### config.mk
export PLATFORM = sky130hd
export DESIGN_NAME = div_unit
export DESIGN_NICKNAME = d
export VERILOG_FILES = /design/src/rtl/div_unit.sv
export SDC_FILE = /design/constraint.sdc
export NUM_CORES = 1
export LEC_CHECK = 0
export CORE_MARGIN = 2
export CORE_UTILIZATION = 57
export DETAILED_ROUTE_END_ITERATION = 7
export MAX_ROUTING_LAYER = met4
export PLACE_DENSITY_LB_ADDON = 0.25
export SLEW_MARGIN = 20
export SYNTH_ARGS = -nofsm -noshare
export SYNTH_HDL_FRONTEND = slang
export SYNTH_SLANG_ARGS = --single-unit
export TNS_END_PERCENT = 1
### constraint.sdc
create_clock -name clk -period 3.65 [get_ports clk]
set_input_delay 0.365 -clock clk [delete_from_list [all_inputs] [get_ports clk]]
set_output_delay 0.365 -clock clk [all_outputs]
set_load 0.005 [all_outputs]
### src/rtl/div_unit.sv
`default_nettype none
// ============================================================================
//  Module      : div_unit
//  Description : Multicycle radix-2 restoring divider for MIPS DIV/DIVU.
//                The divider takes one quotient bit per cycle and writes LO
//                with the quotient and HI with the remainder.
//                Optional build macro DIV_ZERO_FAST_EN makes a zero divisor
//                complete straight from PREP, with quotient = all ones and
//                remainder = the raw dividend.
//  Revision    : 1.0  initial release
// ============================================================================
module div_unit #(
    parameter int DATA_W = 32,
    parameter int CNT_W  = 6
) (
    input  logic              clk,
    input  logic              rst,
    input  logic              start,
    input  logic              sign,
    input  logic [DATA_W-1:0] dividend,
    input  logic [DATA_W-1:0] divisor,
    input  logic              cancel,
    output logic              busy,
    output logic              done,
    output logic [DATA_W-1:0] quotient,
    output logic [DATA_W-1:0] remainder
);

    localparam logic [2:0] c_ST_IDLE = 3'd0;
    localparam logic [2:0] c_ST_PREP = 3'd1;
    localparam logic [2:0] c_ST_CALC = 3'd2;
    localparam logic [2:0] c_ST_FIX  = 3'd3;
    localparam logic [2:0] c_ST_DONE = 3'd4;

    localparam logic [CNT_W-1:0]  c_CNT_LOAD = CNT_W'(DATA_W);
    localparam logic [CNT_W-1:0]  c_CNT_LAST = CNT_W'(1);
    localparam logic [CNT_W-1:0]  c_CNT_ONE  = CNT_W'(1);
    localparam logic [DATA_W-1:0] c_ONE      = DATA_W'(1);

    logic [2:0]        r_state;
    logic              r_sign;
    logic              r_negq;
    logic              r_negr;
    logic [DATA_W-1:0] r_a;          // raw latched dividend
    logic [DATA_W-1:0] r_b;          // latched divisor, replaced by its magnitude in PREP
    logic [DATA_W-1:0] r_quo_work;   // dividend bits shift out the top, quotient bits in the bottom
    logic [DATA_W-1:0] r_rem_work;   // partial remainder; always below the divisor between steps
    logic [CNT_W-1:0]  r_cnt;
    logic [DATA_W-1:0] r_quotient;
    logic [DATA_W-1:0] r_remainder;

    logic [DATA_W-1:0] w_a_mag;
    logic [DATA_W-1:0] w_b_mag;
    logic [DATA_W:0]   w_trial;
    logic [DATA_W-1:0] w_rem_restore;
    logic [DATA_W-1:0] w_q_fix;
    logic [DATA_W-1:0] w_r_fix;

    // Operand magnitudes, one restoring step and the final sign correction.
    always_comb begin
        w_a_mag       = (r_sign && r_a[DATA_W-1]) ? (~r_a + c_ONE) : r_a;
        w_b_mag       = (r_sign && r_b[DATA_W-1]) ? (~r_b + c_ONE) : r_b;
        // The shifted partial remainder is DATA_W+1 bits wide; its sign after
        // subtracting the divisor decides between keeping and restoring.
        w_trial       = {r_rem_work, r_quo_work[DATA_W-1]} - {1'b0, r_b};
        w_rem_restore = {r_rem_work[DATA_W-2:0], r_quo_work[DATA_W-1]};
        w_q_fix       = r_negq ? (~r_quo_work + c_ONE) : r_quo_work;
        w_r_fix       = r_negr ? (~r_rem_work + c_ONE) : r_rem_work;
    end

    // Control FSM, datapath registers and result registers.
    always_ff @(posedge clk) begin
        if (rst) begin
            r_state     <= c_ST_IDLE;
            r_sign      <= 1'b0;
            r_negq      <= 1'b0;
            r_negr      <= 1'b0;
            r_a         <= '0;
            r_b         <= '0;
            r_quo_work  <= '0;
            r_rem_work  <= '0;
            r_cnt       <= '0;
            r_quotient  <= '0;
            r_remainder <= '0;
        end else if (cancel) begin
            // A flush abandons the operation; the previous results stay visible.
            r_state <= c_ST_IDLE;
        end else begin
            case (r_state)
                c_ST_IDLE: begin
                    if (start) begin
                        r_a     <= dividend;
                        r_b     <= divisor;
                        r_sign  <= sign;
                        r_state <= c_ST_PREP;
                    end
                end
                c_ST_PREP: begin
                    r_quo_work <= w_a_mag;
                    r_b        <= w_b_mag;
                    r_rem_work <= '0;
                    r_negq     <= r_sign & (r_a[DATA_W-1] ^ r_b[DATA_W-1]);
                    r_negr     <= r_sign & r_a[DATA_W-1];
                    r_cnt      <= c_CNT_LOAD;
`ifdef DIV_ZERO_FAST_EN
                    if (r_b == '0) begin
                        r_quotient  <= '1;
                        r_remainder <= r_a;
                        r_state     <= c_ST_DONE;
                    end else begin
                        r_state <= c_ST_CALC;
                    end
`else
                    r_state    <= c_ST_CALC;
`endif
                end
                c_ST_CALC: begin
                    if (w_trial[DATA_W]) begin
                        r_rem_work <= w_rem_restore;
                        r_quo_work <= {r_quo_work[DATA_W-2:0], 1'b0};
                    end else begin
                        r_rem_work <= w_trial[DATA_W-1:0];
                        r_quo_work <= {r_quo_work[DATA_W-2:0], 1'b1};
                    end
                    r_cnt <= r_cnt - c_CNT_ONE;
                    if (r_cnt == c_CNT_LAST) begin
                        r_state <= c_ST_FIX;
                    end
                end
                c_ST_FIX: begin
                    r_quotient  <= w_q_fix;
                    r_remainder <= w_r_fix;
                    r_state     <= c_ST_DONE;
                end
                c_ST_DONE: begin
                    r_state <= c_ST_IDLE;
                end
                default: begin
                    r_state <= c_ST_IDLE;
                end
            endcase
        end
    end

    assign busy      = (r_state == c_ST_PREP) || (r_state == c_ST_CALC) || (r_state == c_ST_FIX);
    assign done      = (r_state == c_ST_DONE);
    assign quotient  = r_quotient;
    assign remainder = r_remainder;

endmodule
`default_nettype wire

# Yosys cells after proc, flatten, opt, wreduce, memory -nomap -nowiden

Index checks and enable logic that the tools add are counted.

Reductions and logical operators: 14
Multiplexer cells: 14
Multipliers: 0
Eq/ne operators: 8
Bitwise logic cells: 8
Order comparisons: 0
Divide/modulo/power cells: 0
Add/subtract/negate cells: 6
Shifts and indexed selects: 0

Operators with widths:

| cell                                              | count |
|---|---|
| 2-to-1 mux 32 bit                                 | 6 |
| case mux 32 bit (2 select lines)                  | 3 |
| adder 32 x 1 -> 32 bit (second input constant)    | 4 |
| NOT 32 bit                                        | 4 |
| subtractor 33 x 32 -> 33 bit                      | 1 |
| case mux 3 bit (4 select lines)                   | 1 |
| case mux 6 bit (2 select lines)                   | 1 |
| AND reduction 2 bit                               | 4 |
| == test 3 x 2 -> 1 bit (second input constant)    | 2 |
| == test 6 x 1 -> 1 bit (second input constant)    | 1 |
| 2-to-1 mux 3 bit                                  | 2 |
| != test 2 bit (second input constant)             | 3 |
| subtractor 6 x 1 -> 6 bit (second input constant) | 1 |
| AND reduction 4 bit                               | 1 |
| nonzero test 2 bit                                | 2 |
| == test 3 x 1 -> 1 bit (second input constant)    | 1 |
| == test 3 bit (second input constant)             | 1 |
| logical NOT 3 bit                                 | 1 |
| AND reduction 3 bit                               | 1 |
| bitwise AND 1 bit                                 | 2 |
| logical AND 1 bit                                 | 2 |
| logical OR 1 bit                                  | 2 |
| OR reduction 2 bit                                | 1 |
| 2-to-1 mux 1 bit                                  | 1 |
| other kinds (2)                                   | 2 |

RAM bits: 0
Memory bits (read-only): 0
Input bits: 69
Memories kept: 0
Output and inout bits: 66
Latch bits: 0
Register bits after elaboration: 204

# Depth between registers and ports, before layout

Gate-level depths: netlist of the first run.

Depth in word-level cells: 4
Depth in mapped cells: 12
Gate-level depth less buffers: 11

# Least setup slack after synthesis of the first run

OpenSTA, ideal clock, no wires.

Kind: register to register
From: reg r_b[1]
To: reg r_b[24]
Stages on the path, launching flop included: 12
Path slack: 0.593 ns
Setup time: 0.128 ns
Data arrival time: 2.929 ns
Clock period less this slack: 3.057 ns
Cell sequence: dfxtp_1 inv_1 ha_1 or3b_2 or4_1 or2_1 clkbuf_2 or4_4 nor3_4 xnor2_1 a222oi_1 nor2_1

Cells in the longest elaborated chain, start to end: 4

RTL lines:

| item                             | RTL line | text |
|---|---|---|
| start: declaration               | 45       | `logic [DATA_W-1:0] r_b;` |
| start signal: assignment         | 93       | `r_b <= divisor;` |
| start signal: assignment         | 100      | `r_b <= w_b_mag;` |
| NOT 32 bit                       | 62       | `w_b_mag = (r_sign && r_b[DATA_W-1]) ? (~r_b + c_ONE) : r_b;` |
| adder 32 x 1 -> 32 bit           | 62       |  |
| 2-to-1 mux 32 bit                | 62       |  |
| case mux 32 bit (2 select lines) | 89       | `case (r_state)` |

No other way between the ends. The select of a mux whose other input is x is not followed.
A chain may end at the register's enable or synchronous reset.

# Worst setup path in the final report of the first run

From: reg r_b[21]
To: reg r_rem_work[2]

Cells in the longest elaborated chain, start to end: 3

RTL lines:

| item                             | RTL line | text |
|---|---|---|
| subtractor 33 x 32 -> 33 bit     | 65       | `w_trial = {r_rem_work, r_quo_work[DATA_W-1]} - {1'b0, r_b};` |
| 2-to-1 mux 32 bit                | 118      | `if (w_trial[DATA_W]) begin` |
| case mux 32 bit (2 select lines) | 89       |  |
| end signal: assignment           | 119      | `r_rem_work <= w_rem_restore;` |
| end signal: assignment           | 122      | `r_rem_work <= w_trial[DATA_W-1:0];` |
| end: declaration                 | 47       | `logic [DATA_W-1:0] r_rem_work;` |

No other way between the ends.

==> reports/qor.yml, run 1 <==
num_vias: 12150
drt-total-wl_um: 34160
setup_violations: 0
crit_chain: "inv_1, ha_1, a21o_1, a31oi_1, o21ai_1, a221oi_1, o21ai_0, nor3_1, nor2_1, buf_4, o311ai_0"
leakagePower_nw: 5.389
cp_slowest_stage_delay_ps: 520
hold_violations: 0
required_ps: 4050
cp-end-kind: "register"
tns_ps: 0
status: "finished clean"
io-pin-count: 135
core_sq_um: 21020
min-delay-path-class: "in -> reg"
clk_pin_slew_ps: 60
start_kind: "register"
crit_slowest_cell: "a221oi_1"
tightestPinTransition_ps: 1008
wl_per_cell_um: 17.43
die_w_um: 150.3
critPathArrivalTime_ps: 3880
portBuffers: 134
relSlewSlack_pct: 32.74
period_share_pct: 95.26
ys_ff_latch: 204
stdcell_count: 1960
insertion_delay_ps: 530
cp_max_fo: 23
synth_compound_area_share_pct: 25.02
grt.overflow.total: 0
power_density_nw_per_um2: 402.2
post_cts_buffers: 0
viasPerCell: 6.197
drive_gt1_share_pct: 5.460
max-vdd-ir-drop_mv: 0.3895
final_util_pct: 69.30
cts_tree: "built"
htree_levels: 1
ys.warnings.count: 0
ctsRootBufferMaster: "clkbuf_16"
areaGrowthSynthToFinish_pct: 19.44
cts.sinks: 204
dieArea_sq_um: 22580
max-clock-path-buffers: 3
muxShareOfSynthArea_pct: 0.4924
drtIter0Drc: 1231
synth_fp_nets: 1702
antenna_cells: 0
synth_fa_ha_area_share_pct: 4.062
slew_viol_final: 0
rsz0062_at_grt: "no"
gp_congestion: 1.019
start_util_pct: 58.02
synth-xor-area-share_pct: 8.545
dp_cells: 1919
syn_area_sq_um: 12200
drcViolationCount: 0
fin_crit_ps: 3477
ys.flop_type: "dfxtp_1"
synth_edf_count: 0
ys_async_sr_fraction_pct: 0
synth-simple-area-share_pct: 23.52
synth_top_family_by_area: "compound AO/OA/AOI/OAI gates"
rows: 53
r2r_slack_ps: 170
syn_inst: 1594
ys_seq_area_share_pct: 33.48
first_pass_iters: 5
fmax_mhz: 287.6
antenna_found_initial: 0
die_height_um: 150.3
drtAntennaViolNets: 0
avgSynthCellArea_sq_um: 7.652
cts_buffers: 23
first_global_vias: 10620
worstSetupPathType: "reg -> reg"
maxCapViolations: 0
grt_max_degree: 89
cts_resized: 0
hold_buffers: 0
finalNetCount: 1777
dp_hpwl_um: 24810
finClkSkew_ps: 13.47
grt_pass1_wl_um: 54710
grt_usage_pct: 30.39
synth_cell_type_count: 72
## per-stage QoR
stage / hold WS, ps / worst slack (ps) / area, sq um / power (W)
3_5_place_dp: 460.0 / 327.1 / 13700 / 0.003254
4_1_cts: 175.0 / 309.5 / 14570 / 0.005865
3_3_place_gp: 453.6 / 447.1 / 13700 / 0.003243
2_1_floorplan: 439.6 / 593.4 / 12200 / 0.002988
5_1_grt: 185.5 / 31.03 / 14570 / 0.006067
6_report: 189.1 / 173.1 / 14570 / 0.005859
## flip-flops by register name, indices dropped and copies added, names as in the netlist
signal	count
r_negr	1
r_negq	1
r_rem_work	32
r_a	32
r_b	32
quotient	32
r_state	3
r_cnt	6
r_quo_work	32
r_sign	1
remainder	32
## worst max-delay path: cells and delay by family (launching register included)
family                   cells  cell delay [ps]
AO/OA/AOI/OAI                6             1790
flip-flops                   1              400
buffers and inverters        2              320
AND/OR/NAND/NOR              2              420
adder cells (fa/ha/maj)      1              410
## layout by cell type, fill, tap and decap left out, types with 12 or more instances in the layout
| master | count |
|---|---|
| o211ai_1 | 44 |
| inv_1 | 49 |
| xnor2_1 | 44 |
| a21o_1 | 13 |
| nor4_1 | 13 |
| a31oi_1 | 13 |
| nor2_1 | 189 |
| nor3_1 | 45 |
| clkdlybuf4s50_1 | 133 |
| or3_1 | 18 |
| or4_1 | 18 |
| and3_1 | 16 |
| nand4_1 | 28 |
| nand3_1 | 22 |
| dfxtp_1 | 203 |
| o41ai_1 | 16 |
| a211oi_1 | 76 |
| nand2_1 | 205 |
| xor2_1 | 75 |
| a221oi_1 | 12 |
| a21oi_1 | 129 |
| ha_1 | 38 |
| clkbuf_16 | 23 |
| o21ai_0 | 61 |
| buf_4 | 24 |
| o31ai_1 | 25 |
## where the power goes
part,total [W],leakage (nW),internal (W),switching (W)
registers,0.00234,1.65,0.00228,0.0000660
logic,0.000894,3.31,0.000360,0.000534
clock network,0.00262,0.427,0.00165,0.000969
total,0.00586,5.39,0.00429,0.00157
## cells by family (layout without fill, tap and decap cells)
group / after synthesis / in the layout
buf+inv: 158 / 249
xor+xnor: 119 / 119
compound gates: 457 / 457
mux: 6 / 6
fa+ha+maj: 39 / 39
simple gates: 611 / 611
flops: 204 / 204
## worst paths after layout
check                                     end                 startpoint  cells after the start
hold reg to reg     remainder[0]$_SDFFE_PP0P_  remainder[0]$_SDFFE_PP0P_                      2
setup reg to reg   r_rem_work[2]$_SDFFE_PP0P_       r_b[21]$_SDFFE_PP0P_                     11
setup / recovery   r_rem_work[2]$_SDFFE_PP0P_       r_b[21]$_SDFFE_PP0P_                     11
hold / removal    r_quo_work[11]$_SDFFE_PP0P_                        rst                      2
## final cells by class
class / count / area (sq um)
multi-input cells: 1232 / 7535
clock inverters: 14 / 247.7
fillers: 1732 / 6454
repair buffers: 159 / 1551
clock buffers: 27 / 620.6
well taps: 275 / 344.1
inverters: 49 / 183.9
flip-flops and latches: 204 / 4085
## cell usage after synthesis, types with 5 or more instances
| master | number | share of area, % |
|---|---|---|
| a21oi_1 | 129 | 5.3 |
| nand2_1 | 205 | 6.3 |
| and2_1 | 7 | 0.36 |
| o31ai_1 | 25 | 1.5 |
| or3_1 | 18 | 0.92 |
| nand3_1 | 22 | 0.90 |
| a31oi_1 | 13 | 0.67 |
| a221oi_1 | 12 | 0.86 |
| clkbuf_1 | 105 | 3.2 |
| o21ai_1 | 7 | 0.29 |
| ha_1 | 38 | 3.9 |
| a21o_1 | 13 | 0.80 |
| xnor2_1 | 44 | 3.2 |
| nand4_1 | 28 | 1.4 |
| nor3_1 | 46 | 1.9 |
| or4_1 | 18 | 1.1 |
| o41ai_1 | 16 | 1.1 |
| nand2b_1 | 7 | 0.36 |
| nor2_1 | 189 | 5.8 |
| nor4_1 | 14 | 0.72 |
| o21ai_0 | 61 | 2.5 |
| a211oi_1 | 76 | 4.7 |
| inv_1 | 49 | 1.5 |
| a22oi_1 | 6 | 0.37 |
| xor2_1 | 75 | 5.4 |
| dfxtp_1 | 204 | 33 |
| a311oi_1 | 6 | 0.43 |
| nor2b_1 | 7 | 0.36 |
| mux2i_1 | 6 | 0.49 |
| a222oi_1 | 10 | 0.82 |
| o211ai_1 | 44 | 2.7 |
| o21bai_1 | 7 | 0.43 |
| and3_1 | 17 | 0.87 |
| nand4b_1 | 5 | 0.36 |
## routing by layer
metal / wire length, um / up-vias / global-route usage, %
li1: - / 5945 / -
met1: 16620 / 5567 / 47.71
met2: 13710 / 580 / 40.89
met3: 3328 / 54 / 4.455
met4: 499 / 0 / 5.802
met5: 0 / - / -
Note: power is estimated with default switching activity, not from simulation.
==> inputs of run 2 (changes only) <==
- SLEW_MARGIN: 20 -> 15
==> run 2 against run 1 <==
Hold slack barely moved. Sequential cell count did not move. Die area did not move. Register-to-register slack barely moved. Combinational power barely moved. Fmax rose by 0.14%. Worst setup slack improved by 4.8 ps. First-iteration DRC count rose by 0.49%. Critical path type unchanged. Critical endpoint unchanged. Largest cell class unchanged. Largest power group unchanged. Highest routed layer unchanged.
==> reports/qor.yml, run 2 (synthesis gave the netlist of run 1 again) <==
drt-total-wl_um: 34160  # about the same
fin_ws_ps: 177.9  # +4.820 ps
cp_slowest_stage_delay_ps: 520  # about the same
layout_common_cells: "nand2_1, dfxtp_1, nor2_1"
cp_max_fo: 23  # unchanged
drive_gt1_share_pct: 5.401  # -0.059 points
clk_pin_slew_ps: 60  # about the same
io-pin-count: 135  # unchanged
dp_hpwl_um: 24810  # unchanged
start_kind: "register"
leakagePower_nw: 5.388  # about the same
holdWs_ps: 189.2  # +0.06200 ps
fillCellCount: 1732  # unchanged
rows: 53  # unchanged
core_sq_um: 21020  # unchanged
cts.sinks: 204  # unchanged
maxCapViolations: 0  # unchanged
areaGrowthSynthToFinish_pct: 19.43  # about the same
ctsRootBufferMaster: "clkbuf_16"
finalNetCount: 1777  # unchanged
hold_violations: 0  # unchanged
status: "finished clean"
critPathArrivalTime_ps: 3880  # about the same
grt_pass1_wl_um: 54710  # unchanged
cts_resized: 0  # unchanged
grt_usage_pct: 30.39  # unchanged
drcViolationCount: 0  # unchanged
drtIter0Drc: 1237  # +0.49%
crit_chain: "inv_1, ha_1, a21o_1, a31oi_1, o21ai_1, a221oi_1, o21ai_0, nor3_1, nor2_1, buf_4, o311ai_0"
fmax_mhz: 288.0  # +0.14%
fin_crit_ps: 3472  # -4.820 ps
antenna_found_initial: 0  # unchanged
cts_tree: "built"
final_common_cell: "nand2_1"
worstPathBufferInverterCount: 2  # unchanged
die_height_um: 150.3  # unchanged
slew_viol_final: 0  # unchanged
max-vdd-ir-drop_mv: 0.3896  # about the same
tns_ps: 0  # unchanged
gp_congestion: 1.019  # unchanged
antenna_cells: 0  # unchanged
wl_per_cell_um: 17.43  # about the same
multi_input_area_sq_um: 7535  # unchanged
start_util_pct: 58.02  # unchanged
register_area_sq_um: 4084  # about the same
r2r_slack_ps: 180  # about the same
die_w_um: 150.3  # unchanged
cp-end-kind: "register"
worstSetupPathType: "reg -> reg"
place_worst_setup_slack_ps: 327.1  # unchanged
viasPerCell: 6.204  # +0.11%
grt_max_degree: 89  # unchanged
min-delay-path-class: "in -> reg"
required_ps: 4050  # about the same
hold_buffers: 0  # unchanged
first_pass_iters: 6  # +1
post_cts_buffers: 0  # unchanged
rsz0062_at_grt: "no"
power_w: 0.005863  # about the same
critPathTopFamily: "compound AO/OA/AOI/OAI gates"
htree_levels: 1  # unchanged
relSlewSlack_pct: 27.59  # -5.1 points
final_util_pct: 69.29  # about the same
dieArea_sq_um: 22580  # unchanged
max-clock-path-buffers: 3  # unchanged
power_density_nw_per_um2: 402.5  # about the same
cts_buffers: 23  # unchanged
num_vias: 12160  # +0.11%
period_share_pct: 95.12  # -0.13 points
tightestPinTransition_ps: 1085  # +77.08 ps
portBuffers: 134  # unchanged
first_global_vias: 10620  # unchanged
insertion_delay_ps: 540  # about the same
crit_slowest_cell: "a221oi_1"
finClkSkew_ps: 16.64  # +3.168 ps
grt.overflow.total: 0  # unchanged
setup_violations: 0  # unchanged
drtAntennaViolNets: 0  # unchanged
## run 2: where the power goes
group | internal (W) | switching (W) | total, W
Combinational | 0.000360 | 0.000535 | 0.000894
Sequential | 0.00228 | 0.0000659 | 0.00234
Clock | 0.00165 | 0.000972 | 0.00263
## run 2: worst paths after layout
| kind | start | to | cells after the start |
|---|---|---|---|
| worst min-delay path | rst | r_quo_work[7]$_SDFFE_PP0P_ | 2 |
| worst min register to register | remainder[0]$_SDFFE_PP0P_ | remainder[0]$_SDFFE_PP0P_ | 2 |
| worst max-delay path | r_b[21]$_SDFFE_PP0P_ | r_rem_work[2]$_SDFFE_PP0P_ | 11 |
| worst max register to register | r_b[21]$_SDFFE_PP0P_ | r_rem_work[2]$_SDFFE_PP0P_ | 11 |
## run 2: cell type report
type / count / area share (%)
clock buffers: 27 / 4.260
inverters: 49 / 1.263
multi-input cells: 1232 / 51.73
flip-flops and latches: 204 / 28.04
clock inverters: 14 / 1.701
repair buffers: 159 / 10.65
well taps: 275 / 2.362
## run 2: routing by layer
| metal | GRT usage (%) | up-vias | routed length [um] |
|---|---|---|---|
| met5 | - | - | 0 |
| met2 | 40.89 | 574 | 13730 |
| met3 | 4.455 | 54 | 3425 |
| met1 | 47.71 | 5577 | 16500 |
| met4 | 5.802 | 0 | 506 |
| li1 | - | 5954 | - |
## run 2: worst register-to-register path, cell delays in order, from the launching register on
cell and delay, ps:
dfxtp_1 400, inv_1 100, ha_1 410, a21o_1 250, a31oi_1 280, o21ai_1 120
a221oi_1 520, o21ai_0 260, nor3_1 350, nor2_1 70, buf_4 220, o311ai_0 360
## run 2: metrics by stage
stage | std cells | instance area (sq um)
finish | 1960 | 14570
global route | 1960 | 14570
CTS | 1960 | 14570
detailed placement | 1919 | 13700
global placement | 1919 | 13700
floorplan | 1594 | 12200
